File: src/rtl/uart_tx_arbiter_if.sv
`default_nettype none
// ============================================================================
// Module   : uart_tx_arbiter_if
// Brief    : Requester and UART-TX handshake bundle for uart_tx_arbiter.
// Revision : 1.0 - initial release
// ============================================================================
interface uart_tx_arbiter_if #(
  parameter int N_REQ  = 4,
  parameter int DATA_W = 8
);
  localparam int c_SRC_W = (N_REQ > 1) ? $clog2(N_REQ) : 1;

  logic [N_REQ-1:0]        req_valid_i;
  logic [N_REQ*DATA_W-1:0] req_data_i;
  logic [N_REQ-1:0]        req_last_i;
  logic [N_REQ-1:0]        req_ready_o;
  logic                    tx_valid_o;
  logic [DATA_W-1:0]       tx_data_o;
  logic [c_SRC_W-1:0]      tx_src_o;
  logic                    tx_ready_i;
  logic                    busy_o;
  logic                    err_timeout_o;

  // Requester/serializer side.
  modport master (
    output req_valid_i, req_data_i, req_last_i, tx_ready_i,
    input  req_ready_o, tx_valid_o, tx_data_o, tx_src_o, busy_o, err_timeout_o
  );

  // Arbiter side.
  modport slave (
    input  req_valid_i, req_data_i, req_last_i, tx_ready_i,
    output req_ready_o, tx_valid_o, tx_data_o, tx_src_o, busy_o, err_timeout_o
  );
endinterface
`default_nettype wire

File: src/rtl/uart_tx_arbiter.sv
`default_nettype none
// ============================================================================
// Module   : uart_tx_arbiter
// Brief    : Round-robin, frame-locking arbiter sharing one UART TX byte channel.
// Revision : 1.0 - initial release
// ============================================================================
module uart_tx_arbiter #(
  parameter int N_REQ   = 4,
  parameter int DATA_W  = 8,
  parameter int LOCK_TO = 1024
) (
  input  logic             clk,
  input  logic             rst_n,
  uart_tx_arbiter_if.slave bus
);

  localparam int c_SRC_W = (N_REQ > 1) ? $clog2(N_REQ) : 1;
  localparam int c_POS_W = c_SRC_W + 1;
  localparam logic [c_POS_W-1:0] c_N_REQ   = c_POS_W'(N_REQ);
  localparam logic [c_SRC_W-1:0] c_RR_INIT = c_SRC_W'(N_REQ - 1);

  typedef enum logic [0:0] {
    ST_IDLE   = 1'b0,
    ST_LOCKED = 1'b1
  } state_t;

  state_t              r_state;
  state_t              w_state_nxt;
  logic [c_SRC_W-1:0]  r_rr_ptr;
  logic [c_SRC_W-1:0]  w_rr_ptr_nxt;
  logic [c_SRC_W-1:0]  r_lock_src;
  logic [c_SRC_W-1:0]  w_lock_src_nxt;

  logic                r_tx_valid;
  logic [DATA_W-1:0]   r_tx_data;
  logic [c_SRC_W-1:0]  r_tx_src;
  logic                r_err_timeout;

  logic                w_scan_vld;
  logic [c_SRC_W-1:0]  w_scan_idx;
  logic [c_POS_W-1:0]  w_scan_pos;
  logic                w_grant_vld;
  logic [c_SRC_W-1:0]  w_grant_idx;
  logic [DATA_W-1:0]   w_grant_data;
  logic                w_grant_last;
  logic                w_out_free;
  logic                w_accept;
  logic                w_to_fire;
  logic [N_REQ-1:0]    w_req_ready;

  // Rotating scan from rr_ptr+1; the descending loop leaves the nearest
  // valid requester as the final assignment.
  always_comb begin
    w_scan_vld = 1'b0;
    w_scan_idx = '0;
    w_scan_pos = '0;
    for (int k = N_REQ; k >= 1; k--) begin
      w_scan_pos = {1'b0, r_rr_ptr} + c_POS_W'(k);
      if (w_scan_pos >= c_N_REQ) begin
        w_scan_pos = w_scan_pos - c_N_REQ;
      end
      if (bus.req_valid_i[w_scan_pos[c_SRC_W-1:0]]) begin
        w_scan_vld = 1'b1;
        w_scan_idx = w_scan_pos[c_SRC_W-1:0];
      end
    end
  end

  always_comb begin
    w_grant_vld = 1'b0;
    w_grant_idx = r_lock_src;
    if (r_state == ST_LOCKED) begin
      w_grant_vld = bus.req_valid_i[r_lock_src];
    end else begin
      w_grant_vld = w_scan_vld;
      w_grant_idx = w_scan_idx;
    end
  end

  assign w_out_free   = ~r_tx_valid | bus.tx_ready_i;
  assign w_accept     = w_grant_vld & w_out_free;
  assign w_grant_data = bus.req_data_i[w_grant_idx*DATA_W +: DATA_W];
  assign w_grant_last = bus.req_last_i[w_grant_idx];

  always_comb begin
    w_req_ready = '0;
    if (w_accept) begin
      w_req_ready[w_grant_idx] = 1'b1;
    end
  end

  // Lock watchdog: counts only cycles where the owner presents nothing, so
  // output backpressure never contributes.
  generate
    if (LOCK_TO > 0) begin : g_timeout
      localparam int c_CNT_W = (LOCK_TO > 1) ? $clog2(LOCK_TO) : 1;
      localparam logic [c_CNT_W-1:0] c_TO_LAST = c_CNT_W'(LOCK_TO - 1);

      logic [c_CNT_W-1:0] r_to_cnt;
      logic [c_CNT_W-1:0] w_to_cnt_nxt;
      logic               w_fire;

      always_comb begin
        w_fire       = 1'b0;
        w_to_cnt_nxt = '0;
        if ((r_state == ST_LOCKED) && !bus.req_valid_i[r_lock_src]) begin
          if (r_to_cnt == c_TO_LAST) begin
            w_fire = 1'b1;
          end else begin
            w_to_cnt_nxt = r_to_cnt + 1'b1;
          end
        end
      end

      always_ff @(posedge clk or negedge rst_n) begin
        if (!rst_n) begin
          r_to_cnt <= '0;
        end else begin
          r_to_cnt <= w_to_cnt_nxt;
        end
      end

      assign w_to_fire = w_fire;
    end else begin : g_no_timeout
      assign w_to_fire = 1'b0;
    end
  endgenerate

  always_comb begin
    w_state_nxt    = r_state;
    w_rr_ptr_nxt   = r_rr_ptr;
    w_lock_src_nxt = r_lock_src;
    case (r_state)
      ST_IDLE: begin
        if (w_accept) begin
          w_rr_ptr_nxt = w_grant_idx;
          if (!w_grant_last) begin
            w_state_nxt    = ST_LOCKED;
            w_lock_src_nxt = w_grant_idx;
          end
        end
      end
      ST_LOCKED: begin
        if (w_accept) begin
          if (w_grant_last) begin
            w_state_nxt = ST_IDLE;
          end
        end else if (w_to_fire) begin
          w_state_nxt = ST_IDLE;
        end
      end
      default: begin
        w_state_nxt = ST_IDLE;
      end
    endcase
  end

  always_ff @(posedge clk or negedge rst_n) begin
    if (!rst_n) begin
      r_state    <= ST_IDLE;
      r_rr_ptr   <= c_RR_INIT;
      r_lock_src <= '0;
    end else begin
      r_state    <= w_state_nxt;
      r_rr_ptr   <= w_rr_ptr_nxt;
      r_lock_src <= w_lock_src_nxt;
    end
  end

  // Single-entry output register; a same-cycle drain and accept overwrite
  // the entry so the serializer sees no bubble.
  always_ff @(posedge clk or negedge rst_n) begin
    if (!rst_n) begin
      r_tx_valid    <= 1'b0;
      r_tx_data     <= '0;
      r_tx_src      <= '0;
      r_err_timeout <= 1'b0;
    end else begin
      r_err_timeout <= w_to_fire;
      if (w_accept) begin
        r_tx_valid <= 1'b1;
        r_tx_data  <= w_grant_data;
        r_tx_src   <= w_grant_idx;
      end else if (bus.tx_ready_i) begin
        r_tx_valid <= 1'b0;
      end
    end
  end

  assign bus.req_ready_o   = w_req_ready;
  assign bus.tx_valid_o    = r_tx_valid;
  assign bus.tx_data_o     = r_tx_data;
  assign bus.tx_src_o      = r_tx_src;
  assign bus.busy_o        = (r_state == ST_LOCKED) | r_tx_valid;
  assign bus.err_timeout_o = r_err_timeout;

endmodule
`default_nettype wire

File: src/flat_wrapper.sv
// flat-port wrapper written by rule: the top's interface ports become plain ports
module uart_tx_arbiter_flat 
#(
  parameter int N_REQ   = 4,
  parameter int DATA_W  = 8,
  parameter int LOCK_TO = 1024
)
  (clk, rst_n, bus_req_valid_i, bus_req_data_i, bus_req_last_i, bus_tx_ready_i, bus_req_ready_o, bus_tx_valid_o, bus_tx_data_o, bus_tx_src_o, bus_busy_o, bus_err_timeout_o);
  uart_tx_arbiter_if #(.N_REQ(N_REQ), .DATA_W(DATA_W)) bus_i ();
  input  logic clk;
  input  logic rst_n;
  input wire logic [$bits(bus_i.req_valid_i)-1:0] bus_req_valid_i;
  input wire logic [$bits(bus_i.req_data_i)-1:0] bus_req_data_i;
  input wire logic [$bits(bus_i.req_last_i)-1:0] bus_req_last_i;
  input wire logic [$bits(bus_i.tx_ready_i)-1:0] bus_tx_ready_i;
  output wire logic [$bits(bus_i.req_ready_o)-1:0] bus_req_ready_o;
  output wire logic [$bits(bus_i.tx_valid_o)-1:0] bus_tx_valid_o;
  output wire logic [$bits(bus_i.tx_data_o)-1:0] bus_tx_data_o;
  output wire logic [$bits(bus_i.tx_src_o)-1:0] bus_tx_src_o;
  output wire logic [$bits(bus_i.busy_o)-1:0] bus_busy_o;
  output wire logic [$bits(bus_i.err_timeout_o)-1:0] bus_err_timeout_o;
  assign bus_i.req_valid_i = bus_req_valid_i;
  assign bus_i.req_data_i = bus_req_data_i;
  assign bus_i.req_last_i = bus_req_last_i;
  assign bus_i.tx_ready_i = bus_tx_ready_i;
  assign bus_req_ready_o = bus_i.req_ready_o;
  assign bus_tx_valid_o = bus_i.tx_valid_o;
  assign bus_tx_data_o = bus_i.tx_data_o;
  assign bus_tx_src_o = bus_i.tx_src_o;
  assign bus_busy_o = bus_i.busy_o;
  assign bus_err_timeout_o = bus_i.err_timeout_o;
  uart_tx_arbiter #(.N_REQ(N_REQ), .DATA_W(DATA_W), .LOCK_TO(LOCK_TO)) u_core (.clk(clk), .rst_n(rst_n), .bus(bus_i));
endmodule
File: config.mk
export PLATFORM = sky130hd
export DESIGN_NAME = uart_tx_arbiter_flat
export DESIGN_NICKNAME = d
export VERILOG_FILES = /design/src/rtl/uart_tx_arbiter_if.sv /design/src/rtl/uart_tx_arbiter.sv /design/src/flat_wrapper.sv
export SDC_FILE = /design/constraint.sdc
export NUM_CORES = 1
export LEC_CHECK = 0
export ABC_AREA = 1
export CORE_ASPECT_RATIO = 1.4
export CORE_MARGIN = 2
export CORE_UTILIZATION = 45
export CTS_CLUSTER_SIZE = 40
export DETAILED_ROUTE_END_ITERATION = 12
export PLACE_DENSITY = 0.89
export SLEW_MARGIN = 20
export SYNTH_ARGS = -nofsm -noshare
export SYNTH_HDL_FRONTEND = slang
export SYNTH_SLANG_ARGS = --single-unit
File: constraint.sdc
create_clock -name clk -period 5.82 [get_ports clk]
set_input_delay 1.746 -clock clk [delete_from_list [all_inputs] [get_ports clk]]
set_output_delay 1.746 -clock clk [all_outputs]
set_load 0.02 [all_outputs]
Word level (Yosys, flattened, before mapping):

Index checks and enable logic that the tools add are counted.

* add/subtract/negate cells: 9
* equal/unequal tests: 1
* $lt $le $gt $ge: 11
* multiplexer cells: 40
* bitwise logic cells: 6
* shifts and indexed selects: 1
* reductions and logical operators: 6

Operators with widths (count)
* $shiftx A32 B6 Y8: 1
* $mux W1: 20
* $mux W10: 2
* $lt A2 B3 Y1 const B: 6
* $mux W2: 9
* $bmux W1 S2: 6
* $ge A3 B3 Y1 const B: 4
* $add A10 B1 Y10 const B: 1
* $eq A10 B10 Y1 const B: 1
* $sub A2 B1 Y2 const B: 4
* $add A2 B2 Y3 const B: 2
* $mux W4: 1
* $add A2 B1 Y3 const B: 1
* $add A2 B3 Y3 const B: 1
* $not A1 Y1: 3
* $reduce_and A3 Y1: 1
* $demux W1 S2: 1
* $ge A2 B1 Y1 const B: 1
* $logic_and A1 B1 Y1: 2
* $or A1 B1 Y1: 2
* $pmux W1 S2: 1
* $reduce_and A2 Y1: 1
* $reduce_bool A2 Y1: 1
* $and A1 B1 Y1: 1
* $logic_not A1 Y1: 1

* bits of input ports: 43
* register bits: 27
* output and inout port bits: 17

Longest topological paths before layout:

* word-level depth: 15
* mapped depth: 17

Least setup slack after synthesis:

OpenSTA, ideal clock, no wires.

* path kind: input-to-output
* start point: input port bus_req_valid_i[3]
* end point: output port bus_req_ready_o[3]
* cell stages on the path: 12
* slack: 913 ps
* arrival: 3161 ps
* path through: inv_1 o21ai_1 nand2_1 nand2_1 nand2_1 nand2_1 nand2_2 nand3_4 nand2_2 buf_6 buf_6 nor3_1

* word-level cells in the longest chain between the ends: 12
* elaborated cells on any way between the ends: 27
* classes of those cells: order compare (2); mux (23); bitwise (1); reduce/logical (1)

Ends and longest elaborated chain
* start: declaration: line flat_wrapper.sv:12 `input wire logic [$bits(bus_i.req_valid_i)-1:0] bus_req_valid_i;`
* $bmux W1 S2: line uart_tx_arbiter.sv:62 `if (bus.req_valid_i[w_scan_pos[c_SRC_W-1:0]]) begin`
* $mux W1 (not written as such): line uart_tx_arbiter.sv:62
* $mux W2 (4 in a row): line uart_tx_arbiter.sv:62
* $mux W2: line uart_tx_arbiter.sv:72 `if (r_state == ST_LOCKED) begin`
* $lt A2 B3 Y1 (not written as such) or $ge A2 B1 Y1 (tied branches): line uart_tx_arbiter.sv:88 `w_req_ready[w_grant_idx] = 1'b1;`
* $logic_and A1 B1 Y1 (not written as such): line uart_tx_arbiter.sv:88
* $mux W1 (not written as such): line uart_tx_arbiter.sv:88
* $demux W1 S2
* $mux W4 *: line uart_tx_arbiter.sv:87 `if (w_accept) begin`
* end: declaration: line flat_wrapper.sv:16 `output wire logic [$bits(bus_i.req_ready_o)-1:0] bus_req_ready_o;`

Mark *: on every way between the ends. The rest lies on a longest branch, timed or not. The select of a mux whose other input is x is not followed.

Worst setup path in the final report:

* start point: input port bus_req_valid_i[3]
* end point: output port bus_req_ready_o[2]

Same word-level chain as after synthesis.

==> flow_summary.toml <==
[sta]
relSlewSlack_pct = 77.0
fin_worst_skew_ns = 0.00498
min_period_ns = 5.38
timing.fmax_ghz = 0.186
drv_slew = 0
worst_pin_slew_ns = 0.345
rsz0062_at_grt = "no"
setup-tns-final_ns = 0
fin_crit_sh_pct = 92.4
whs_ns = 0.486
setup_violations = 0
finalHoldViolations = 0

[worst_hold_path]
hold_class = "reg2reg"

[floorplanning]
core_mm2 = 0.00388
rows = 27
start_util_pct = 46.3
die_w_um = 57.4
die_y_um = 78.8
io_pins = 60
die_area_mm2 = 0.00452

[worst_setup_path]
worstSetupStartpointType = "input pin"
critical_path_class = "in2out"
path_max_fanout = 8
arrival_ns = 3.63
cp-end-kind = "output port"
crit_required_ns = 4.07
crit_chain = "clkdlybuf4s50_1 > inv_1 > o21ai_1 > nand2_1 > nand2_1 > nand2_1 > nand3_1 > nand3_4 > nand2_2 > inv_1 > nor3_1 > dlymetal6s2s_1"
reg2reg_setup_slack_ns = 3.45
crit_top_cell = "nand2_1"
crit_path_top_delay_cell = "clkdlybuf4s50_1"
critPathTopFamily = "buffers and inverters"
path_buf_inv = 4
cp_slowest_stage_delay_ns = 0.50

[global_routing]
grt_max_degree = 28
grt_pass1_vias = 2048
antenna_found_initial = 0
overflow = 0
grt_util_all_layers_pct = 23.4
grt_pass1_wl_um = 8470

[clocking]
clockBufferDepth = 2
cts_hold_buffers = 0
numCtsBuffers = 3
cts_tree = "done"
root_buffer = "clkbuf_8"
clkSlewWorstSetupHoldPaths_ns = 0.09
insertion_delay_ns = 0.27
cts.htree.levels = 1
post_cts_buffers = 0
cts_resized = 0
cts.sinks = 27

[yosys]
synth_seq_area_share_pct = 37.7
yosys_warnings = 0
async_reset_ff_share_pct = 100
synth_ff_type = "dfrtp_1"
yosysUniqueCellTypes = 28
synthesis.nets = 307
synth-edff-count = 0
netlist_instances = 263
syn-cell-area_mm2 = 0.00180
syn_area_per_cell_um2 = 6.84
synth_seq_cells = 27

[status]
status = "completed"

[placed_design]
port_buffers = 59
place_hpwl_um = 3900
gp_congestion = 0.978

[routing]
first_iter_violations = 66
drc = 0
ant_nets = 0
wl_um = 4850
dr.pass1.iters = 5
num_vias = 1956
routedWlPerCell_um = 13.0
via_per_inst = 5.23

[final_layout]
syn_to_final_growth_pct = 40.8
diodes = 0
nets = 376
num-fill-cells = 331
drive_gt1_share_pct = 9.06
layout_commonest_cell = "nand2_1"
final_cell_mix = "86 x nand2_1, 55 x clkdlybuf4s50_1, 39 x inv_1, 28 x nand3_1, 25 x dfrtp_1"

[power]
power_density_mw_per_mm2 = 552
ir_drop_v = 0.000455
p_leak_nw = 1.30

[flow_run]
drv_cap = 0
## cells in the mapped netlist (all sizes together), types with 2 or more instances
cell type,instances,area share (%)
a21oi,6,1.7
buf,6,2.9
dfrtp,25,35
dfstp,2,2.9
inv,41,8.6
nand2,90,19
nand3,31,9.9
nand3b,3,1.3
nor2,20,5.0
nor3,5,1.4
o211ai,10,4.2
o21ai,13,3.6
or2,5,1.7
## flip-flops by register name, indices dropped and copies added, names as in the netlist
signal	flops
u_core.r_lock_src	2
u_core.r_rr_ptr	2
u_core.r_state	1
u_core.bus.tx_src_o	2
u_core.g_timeout.r_to_cnt	10
u_core.bus.err_timeout_o	1
u_core.bus.tx_valid_o	1
u_core.bus.tx_data_o	8
## metrics by stage
stage          instance area [um^2]  setup WS (ns)  total power, mW  cells  util (%)
3_5_place_dp                   2470         0.0682             1.29    370      63.7
2_1_floorplan                  1800          0.913            0.962    263         -
3_3_place_gp                   2470          0.133             1.25    370      63.7
6_report                       2530          0.441             1.40    374      65.2
4_1_cts                        2520         0.0471             1.40    374      64.9
5_1_grt                        2530          0.254             1.52    374      65.2
## routing by layer
| layer | vias to the layer above | track usage [%] | wire [um] |
|---|---|---|---|
| met3 | 10 | 5.70 | 308 |
| met1 | 898 | 25.1 | 1780 |
| met4 | 0 | 9.77 | 80 |
| met5 | - | 0 | 0 |
| li1 | 973 | - | - |
| met2 | 75 | 42.5 | 2680 |
## power breakdown
group	leakage [nW]	internal, mW	switching, mW
combinational	0.939	0.391	0.583
sequential	0.343	0.257	0.0578
clock	0.0217	0.0486	0.0604
## path summary, 6_finish.rpt
path	start	to	depth (start not counted)
min in group asynchronous	rst_n	u_core.g_timeout.r_to_cnt[7]$_DFF_PN0_	2
hold / removal	u_core.g_timeout.r_to_cnt[0]$_DFF_PN0_	u_core.g_timeout.r_to_cnt[0]$_DFF_PN0_	1
max in group asynchronous	rst_n	u_core.r_rr_ptr[1]$_DFFE_PN1P_	2
setup / recovery	bus_req_valid_i[3]	bus_req_ready_o[2]	12
hold reg to reg	u_core.g_timeout.r_to_cnt[0]$_DFF_PN0_	u_core.g_timeout.r_to_cnt[0]$_DFF_PN0_	1
setup reg to reg	u_core.r_rr_ptr[0]$_DFFE_PN1P_	u_core.bus.tx_data_o[6]$_DFFE_PN0P_	16
## kinds of logic (layout without fill, tap and decap cells)
family          after synthesis  in the layout  share of synthesized area [%]
buf+inv                      47            115                           11.4
fa+ha+maj                     1              1                          0.696
compound gates               31             31                           10.3
xor+xnor                      1              1                          0.487
simple gates                156            156                           39.4
flops                        27             27                           37.7
## layout make-up
class / count / area, um^2 / area share [%]
multi-input combinational: 189 / 915 / 36.1
clock inverter: 1 / 7.51 / 0.296
inverter: 41 / 154 / 6.08
sequential: 27 / 678 / 26.8
tap: 43 / 53.8 / 2.12
timing repair buffer: 70 / 683 / 27.0
clock buffer: 3 / 41.3 / 1.63
Power figures use the tool's default switching activity.
